===== src/rtl/mest_pro_out_queue.sv =====
// rtl/mest_pro_out_queue.sv - display output queue: FIFO plus hold-time pacer for o_display
// Optional: MEST_OUT_QUEUE_BYPASS_EN lets a push into an idle, empty queue go straight to o_display.
module mest_pro_out_queue #(
    parameter int DATA_WIDTH  = 8,
    parameter int DEPTH       = 4,
    parameter int HOLD_CYCLES = 4
) (
    input  logic                         clk,
    input  logic                         i_reset_n,
    input  logic                         i_wr_en,
    input  logic [DATA_WIDTH-1:0]        i_wr_data,
    input  logic                         i_flush,
    output logic [DATA_WIDTH-1:0]        o_display,
    output logic                         o_display_strobe,
    output logic                         o_busy,
    output logic [$clog2(DEPTH):0]       o_count,
    output logic                         o_full,
    output logic                         o_empty,
    output logic                         o_overflow
);
    localparam int PTR_W  = $clog2(DEPTH);
    localparam int CNT_W  = PTR_W + 1;
    localparam int HOLD_W = (HOLD_CYCLES > 1) ? $clog2(HOLD_CYCLES) : 1;
    localparam logic [HOLD_W-1:0] HOLD_LOAD  = HOLD_W'(HOLD_CYCLES - 1);
    localparam logic [CNT_W-1:0]  FULL_COUNT = CNT_W'(DEPTH);

    typedef enum logic {IDLE, SHOW} state_t;

    state_t                state, state_next;
    logic [DATA_WIDTH-1:0] mem [DEPTH];
    logic [PTR_W-1:0]      rd_ptr, wr_ptr;
    logic [CNT_W-1:0]      count;
    logic [HOLD_W-1:0]     hold_cnt, hold_next;
    logic                  pop, bypass, push, load;

    always_ff @(posedge clk or negedge i_reset_n) begin
        if (!i_reset_n) begin
            state    <= IDLE;
            hold_cnt <= '0;
        end else begin
            state    <= state_next;
            hold_cnt <= hold_next;
        end
    end

    always_comb begin
        state_next = state;
        hold_next  = hold_cnt;
        pop        = 1'b0;
        bypass     = 1'b0;
        case (state)
            IDLE: begin
                if (count != '0) begin
                    pop        = 1'b1;
                    state_next = SHOW;
                    hold_next  = HOLD_LOAD;
                end
`ifdef MEST_OUT_QUEUE_BYPASS_EN
                else if (i_wr_en) begin
                    bypass     = 1'b1;
                    state_next = SHOW;
                    hold_next  = HOLD_LOAD;
                end
`endif
            end
            SHOW: begin
                if (hold_cnt != '0) begin
                    hold_next = hold_cnt - 1'b1;
                end else if (count != '0) begin
                    pop       = 1'b1;
                    hold_next = HOLD_LOAD;
                end else begin
                    state_next = IDLE;
                end
            end
            default: state_next = IDLE;
        endcase
        // Flush wins over everything the pacer wanted to do this cycle
        if (i_flush) begin
            state_next = IDLE;
            hold_next  = '0;
            pop        = 1'b0;
            bypass     = 1'b0;
        end
    end

    // A full queue still accepts a push when the pacer frees a slot in the same cycle
    assign push = i_wr_en && !i_flush && !bypass && ((count != FULL_COUNT) || pop);
    assign load = pop || bypass;

    always_ff @(posedge clk) begin
        if (push) begin
            mem[wr_ptr] <= i_wr_data;
        end
    end

    always_ff @(posedge clk or negedge i_reset_n) begin
        if (!i_reset_n) begin
            rd_ptr           <= '0;
            wr_ptr           <= '0;
            count            <= '0;
            o_display        <= '0;
            o_display_strobe <= 1'b0;
            o_overflow       <= 1'b0;
        end else if (i_flush) begin
            rd_ptr           <= '0;
            wr_ptr           <= '0;
            count            <= '0;
            o_display        <= '0;
            o_display_strobe <= 1'b0;
            o_overflow       <= 1'b0;
        end else begin
            if (push) begin
                wr_ptr <= wr_ptr + 1'b1;
            end
            if (pop) begin
                rd_ptr    <= rd_ptr + 1'b1;
                o_display <= mem[rd_ptr];
            end else if (bypass) begin
                o_display <= i_wr_data;
            end
            if (push && !pop) begin
                count <= count + 1'b1;
            end else if (pop && !push) begin
                count <= count - 1'b1;
            end
            o_display_strobe <= load;
            if (i_wr_en && !push && !bypass) begin
                o_overflow <= 1'b1;
            end
        end
    end

    assign o_busy  = (state == SHOW);
    assign o_count = count;
    assign o_full  = (count == FULL_COUNT);
    assign o_empty = (count == '0);

endmodule


===== config.mk =====
export PLATFORM = sky130hd
export DESIGN_NAME = mest_pro_out_queue
export DESIGN_NICKNAME = d
export VERILOG_FILES = /design/src/rtl/mest_pro_out_queue.sv
export SDC_FILE = /design/constraint.sdc
export NUM_CORES = 1
export LEC_CHECK = 0
export ABC_AREA = 0
export CORE_MARGIN = 2
export CORE_UTILIZATION = 54
export CTS_CLUSTER_SIZE = 16
export DETAILED_ROUTE_END_ITERATION = 8
export PLACE_DENSITY = 0.78
export SYNTH_ARGS = -nofsm -noshare
export SYNTH_HDL_FRONTEND = slang
export SYNTH_SLANG_ARGS = --single-unit

===== constraint.sdc =====
create_clock -name clk -period 2.8 [get_ports clk]
set_input_delay 0.7 -clock clk [delete_from_list [all_inputs] [get_ports clk]]
set_output_delay 0.7 -clock clk [all_outputs]
set_load 0.005 [all_outputs]

* Word-level counts from Yosys, hierarchy flattened
Memories as Yosys holds them, arrays and structs flattened. Index checks and enable logic that the tools add are counted.
Storage, ports and cells: logic and storage cells 58, memory bits (read-only) 0, input port bits 12, bits in writable memories 32, register bits after elaboration 20, latch bits 0, memories 1
Memories:
- mem | words 4, width 8, read ports 1, clocked after Yosys merged registers in 0, write ports 1, RTL line 30 | logic [DATA_WIDTH-1:0] mem [DEPTH];
Operators by class: multiply operators 0, muxes and demuxes 25, div/mod/pow operators 0, equal/unequal tests 2, add/sub/neg operators 5, reductions and logical operators 16, bitwise operators 1, order comparisons 0, shift operators 0
Operators with widths (number):
- two-way mux 8 bit | 2
- two-way mux 2 bit | 7
- two-way mux 1 bit | 10
- two-way mux 3 bit | 3
- nonzero test 2 bit | 4
- nonzero test 3 bit | 2
- logical AND 1 bit | 5
- adder 2 x 1 -> 2 bit, second input constant | 2
- case mux 1 bit (2 select lines) | 2
- case mux 2 bit (2 select lines) | 1
- adder 3 x 1 -> 3 bit, second input constant | 1
- equality test 3 bit, second input constant | 1
- zero test 1 bit | 3
- zero test 3 bit | 1
- != test 3 bit, second input constant | 1
- subtractor 3 x 1 -> 3 bit, second input constant | 1
- subtractor 2 x 1 -> 2 bit, second input constant | 1
- logical OR 1 bit | 1
- NOT 1 bit | 1

* Logic depth before layout (Yosys ltp)
word-level depth 12, mapped depth 9

* Worst setup path before layout
OpenSTA, ideal clock, no wires.
kind reg-to-reg, start point register count[0] (netlist: o_count[0]), end point register count[1] (netlist: o_count[1]), arrival time 2200 ps, stages on the path, launching flop included 10, path slack 506 ps, library setup time 94 ps, path through dfrtp_1 or3_1 buf_6 inv_2 nor2_2 nor3_1 fa_1 nor3_1 a21oi_1 a211oi_1
Between the ends: word-level cells in the longest chain between the ends 10, elaborated cells on any way between the ends 18, those cells by class add/sub (2); eq/ne (1); mux (7); reduce/logical (8)
Ends and longest elaborated chain:
- from (decl) | RTL line 32 | logic [CNT_W-1:0] count;
- from (signal assigned) | RTL line 123 | count <= count + 1'b1;
- from (signal assigned) | RTL line 125 | count <= count - 1'b1;
- nonzero test 3 bit | RTL line 53, 69
- two-way mux 1 bit | RTL line 53, 69
- two-way mux 1 bit | RTL line 67 | if (hold_cnt != '0) begin
- case mux 1 bit (2 select lines) | RTL line 51 | case (state)
- two-way mux 1 bit | RTL line 79 | if (i_flush) begin
- logical OR 1 bit | RTL line 88 | assign push = i_wr_en && !i_flush && !bypass && ((count != FULL_COUNT) || pop);
- logical AND 1 bit | RTL line 88
- logical AND 1 bit / zero test 1 bit (equally long branches) | RTL line 122, 124
- two-way mux 3 bit / logical AND 1 bit (equally long branches) | RTL line 122, 124
- two-way mux 3 bit / nonzero test 3 bit (equally long branches)
Parallel ways exist; a longest one is shown, timed or not. The select of a mux whose other input is x is not followed. A chain may end at the register's enable or synchronous reset.

* Worst setup path in the final report
start point register count[0] (netlist: o_count[0]), end point output port o_empty
Between the ends: word-level cells in the longest chain between the ends 1
Ends and longest elaborated chain:
- zero test 3 bit | RTL line 137 | assign o_empty = (count == '0);
- to (decl) | RTL line 18 | output logic o_empty,
Every way passes these cells.

==> flow_summary.json <==
{
  "fillers": 263,
  "yosysTopAreaCell": "edfxtp_1",
  "synth_seq_area_share_pct": 66.9,
  "clock_latency_ns": 0.31,
  "p_clk_share_pct": 18.2,
  "path_clk_slew_ns": 0.09,
  "first_pass_iters": 4,
  "fin_tns_setup_ns": 0,
  "postLayoutCoreUtil_pct": 65.9,
  "placement.cell_area_um2": 2510,
  "path_max_fanout": 7,
  "ys_warn_count": 0,
  "p_int_mw": 1.55,
  "fin_area_um2": 2600,
  "dr_wl_met3_um": 139,
  "h-tree-depth": 2,
  "yosys-top-cells-count": "edfxtp_1 (32), dfrtp_1 (20), nand2_1 (19)",
  "critPathArrivalTime_ns": 1.94,
  "fin_ws_ns": 0.157,
  "p_seq_share_pct": 46.4,
  "cp_top_family": "buffers and inverters",
  "synthMostInstantiatedCell": "edfxtp_1",
  "p_total_mw": 2.34,
  "p_sw_mw": 0.786,
  "status": "finished, final reports clean",
  "crit_slowest_cell": "or3_1",
  "path_buf_inv": 2,
  "dr_wl_met2_um": 2040,
  "timing.hold.ws_ns": 0.523,
  "cts_buffers": 5,
  "finalHoldViolations": 0,
  "core_um2": 3940,
  "crit_chain": "or3_1 > inv_2 > clkdlybuf4s50_1",
  "slowest_delay_ns": 0.53,
  "die_x_um": 67.6,
  "synthDistinctLibCells": 35,
  "placed_cells": 224,
  "hp-class": "reg -> reg",
  "wl_um": 3830,
  "area_growth_pct": 19.0,
  "synth_ff_type": "edfxtp_1",
  "seqCellArea_um2": 1460,
  "fin_crit_ns": 2.64,
  "gp_congestion": 0.834,
  "post_cts_buffers": 0,
  "grt_pass1_vias": 1214,
  "die_area_um2": 4570,
  "antenna_left": 0,
  "cts_resized": 0,
  "avgViaCountPerCell": 5.63,
  "drive_above_1_share_pct": 13.2,
  "max-slew-margin-rel_pct": 60.8,
  "rsz0062_at_grt": "false",
  "maxCapViolations": 0,
  "grt_pass1_wl_um": 5870,
  "setup_viol_count_final": 0,
  "ir_drop_mv": 0.486,
  "route.detailed.drc": 0,
  "p_leak_nw": 0.957,
  "async_reset_ff_share_pct": 38.5,
  "syn_nets": 167,
  "hpwl_um": 2670,
  "port_buffers": 27,
  "final_cells": 232,
  "rows": 23,
  "maxSlewViolCount": 0,
  "drtIter0Drc": 57,
  "powerDensity_nw_per_um2": 899,
  "wl_met1_um": 1580,
  "cts_tree": "yes",
  "multi_input_area_um2": 668,
  "grt_util_all_layers_pct": 18.8,
  "routed.top_layer": "met4",
  "p_sw_share_pct": 33.6,
  "antenna_found_initial": 0,
  "synthCells": 150,
  "fp.dieH_um": 67.6,
  "avgSynthCellArea_um2": 14.6,
  "synth_top_area_share_pct": 44.0,
  "clockRootBuffer": "clkbuf_8",
  "ctsHoldBuffers": 0,
  "num_vias": 1305,
  "end_kind": "output port",
  "worstPathRequired_ns": 2.10,
  "ys_ff_latch": 52,
  "antenna_cells": 0,
  "timing.fmax_mhz": 378,
  "netlist_area_um2": 2180,
  "grt_overflow": 0,
  "synth_area_leaders": "edfxtp_1 (44%), dfrtp_1 (23%), mux4_2 (8.2%)",
  "grt_max_degree": 21,
  "clock_sinks": 52,
  "start_kind": "flip-flop",
  "synth-edff-count": 32,
  "min_period_over_period_pct": 94.4,
  "worst_clock_skew_ns": 0.0122,
  "place_ws_ns": 0.190,
  "num_io_pins": 28,
  "start_util_pct": 55.4,
  "max-clock-path-buffers": 2,
  "comb_power_share_pct": 35.4,
  "critPathKind": "reg -> out",
  "wire_per_inst_um": 16.5,
  "layout.nets": 198,
  "max_slew.worst_pin.slew_ns": 0.589
}
area by class of cell:
type	count	share of cell area [%]
multi-input combinational	86	25.7
sequential	52	56.2
tap	50	2.41
clock buffer	5	2.65
inverter	6	0.867
clock inverter	3	0.867
timing repair buffer	30	11.3
per-layer routing:
metal / vias up / GRT usage [%]
met1: 652 / 22.0
met5: - / 0
met4: 0 / 9.18
met3: 8 / 4.00
met2: 29 / 32.7
li1: 616 / -
power by group through the flow:
stage / Sequential [mW] / Combinational, mW / Clock [mW]
after floorplan: 1.04 / 0.568 / 0
after global placement: 1.09 / 0.802 / 0
after detailed placement: 1.10 / 0.834 / 0
after CTS: 1.09 / 0.837 / 0.440
after global routing: 1.11 / 0.902 / 0.464
final: 1.08 / 0.827 / 0.426
final timing paths:
check,from,endpoint,slack [ns],cells past startpoint
setup / recovery,o_count[0]$_DFFE_PN0P_,o_empty,0.16,3
hold / removal,o_overflow$_DFFE_PN0P_,o_overflow$_DFFE_PN0P_,0.52,2
setup reg to reg,o_count[0]$_DFFE_PN0P_,o_count[1]$_DFFE_PN0P_,0.25,8
hold reg to reg,o_overflow$_DFFE_PN0P_,o_overflow$_DFFE_PN0P_,0.52,2
max in group asynchronous,i_reset_n,o_display[5]$_DFFE_PN0P_,1.86,2
min in group asynchronous,i_reset_n,o_display_strobe$_DFF_PN0_,0.72,2
worst reg2reg max path, stage by stage (launching register included):
cell	delay, ns
dfrtp_1	0.44
or3_1	0.53
inv_2	0.16
nor2_2	0.13
nor3_1	0.27
fa_1	0.48
nor3_1	0.18
a21oi_1	0.06
a211oi_1	0.22
flip-flops by register name, indices dropped and copies added (netlist names):
register,cells
o_busy,1
o_count,3
o_display_strobe,1
o_display,8
o_overflow,1
rd_ptr,2
hold_cnt,2
wr_ptr,2
mem,32
cell usage in the layout, fill, tap and decap left out, types with 2 or more instances in the layout:
| cell type | netlist | layout |
|---|---|---|
| nor3_1 | 6 | 6 |
| ha_1 | 4 | 4 |
| a211oi_1 | 3 | 3 |
| dfrtp_1 | 20 | 20 |
| mux4_2 | 8 | 8 |
| and2_1 | 4 | 4 |
| nand2_1 | 19 | 19 |
| inv_1 | 5 | 5 |
| a21oi_1 | 13 | 13 |
| o21a_1 | 2 | 2 |
| nor2_1 | 8 | 8 |
| clkdlybuf4s50_1 | 0 | 27 |
| xnor2_1 | 2 | 2 |
| buf_4 | 0 | 3 |
| clkbuf_8 | 0 | 5 |
| edfxtp_1 | 32 | 32 |
kinds of logic after synthesis:
group	after synthesis	share of synthesized area, %
flip-flops	52	66.9
AND/OR/NAND/NOR	45	10.0
AO/OA/AOI/OAI	24	7.45
buffers and inverters	12	2.52
multiplexers	9	8.71
adder cells (fa/ha/maj)	5	3.21
XOR/XNOR	3	1.20
Power figures use the tool's default switching activity.
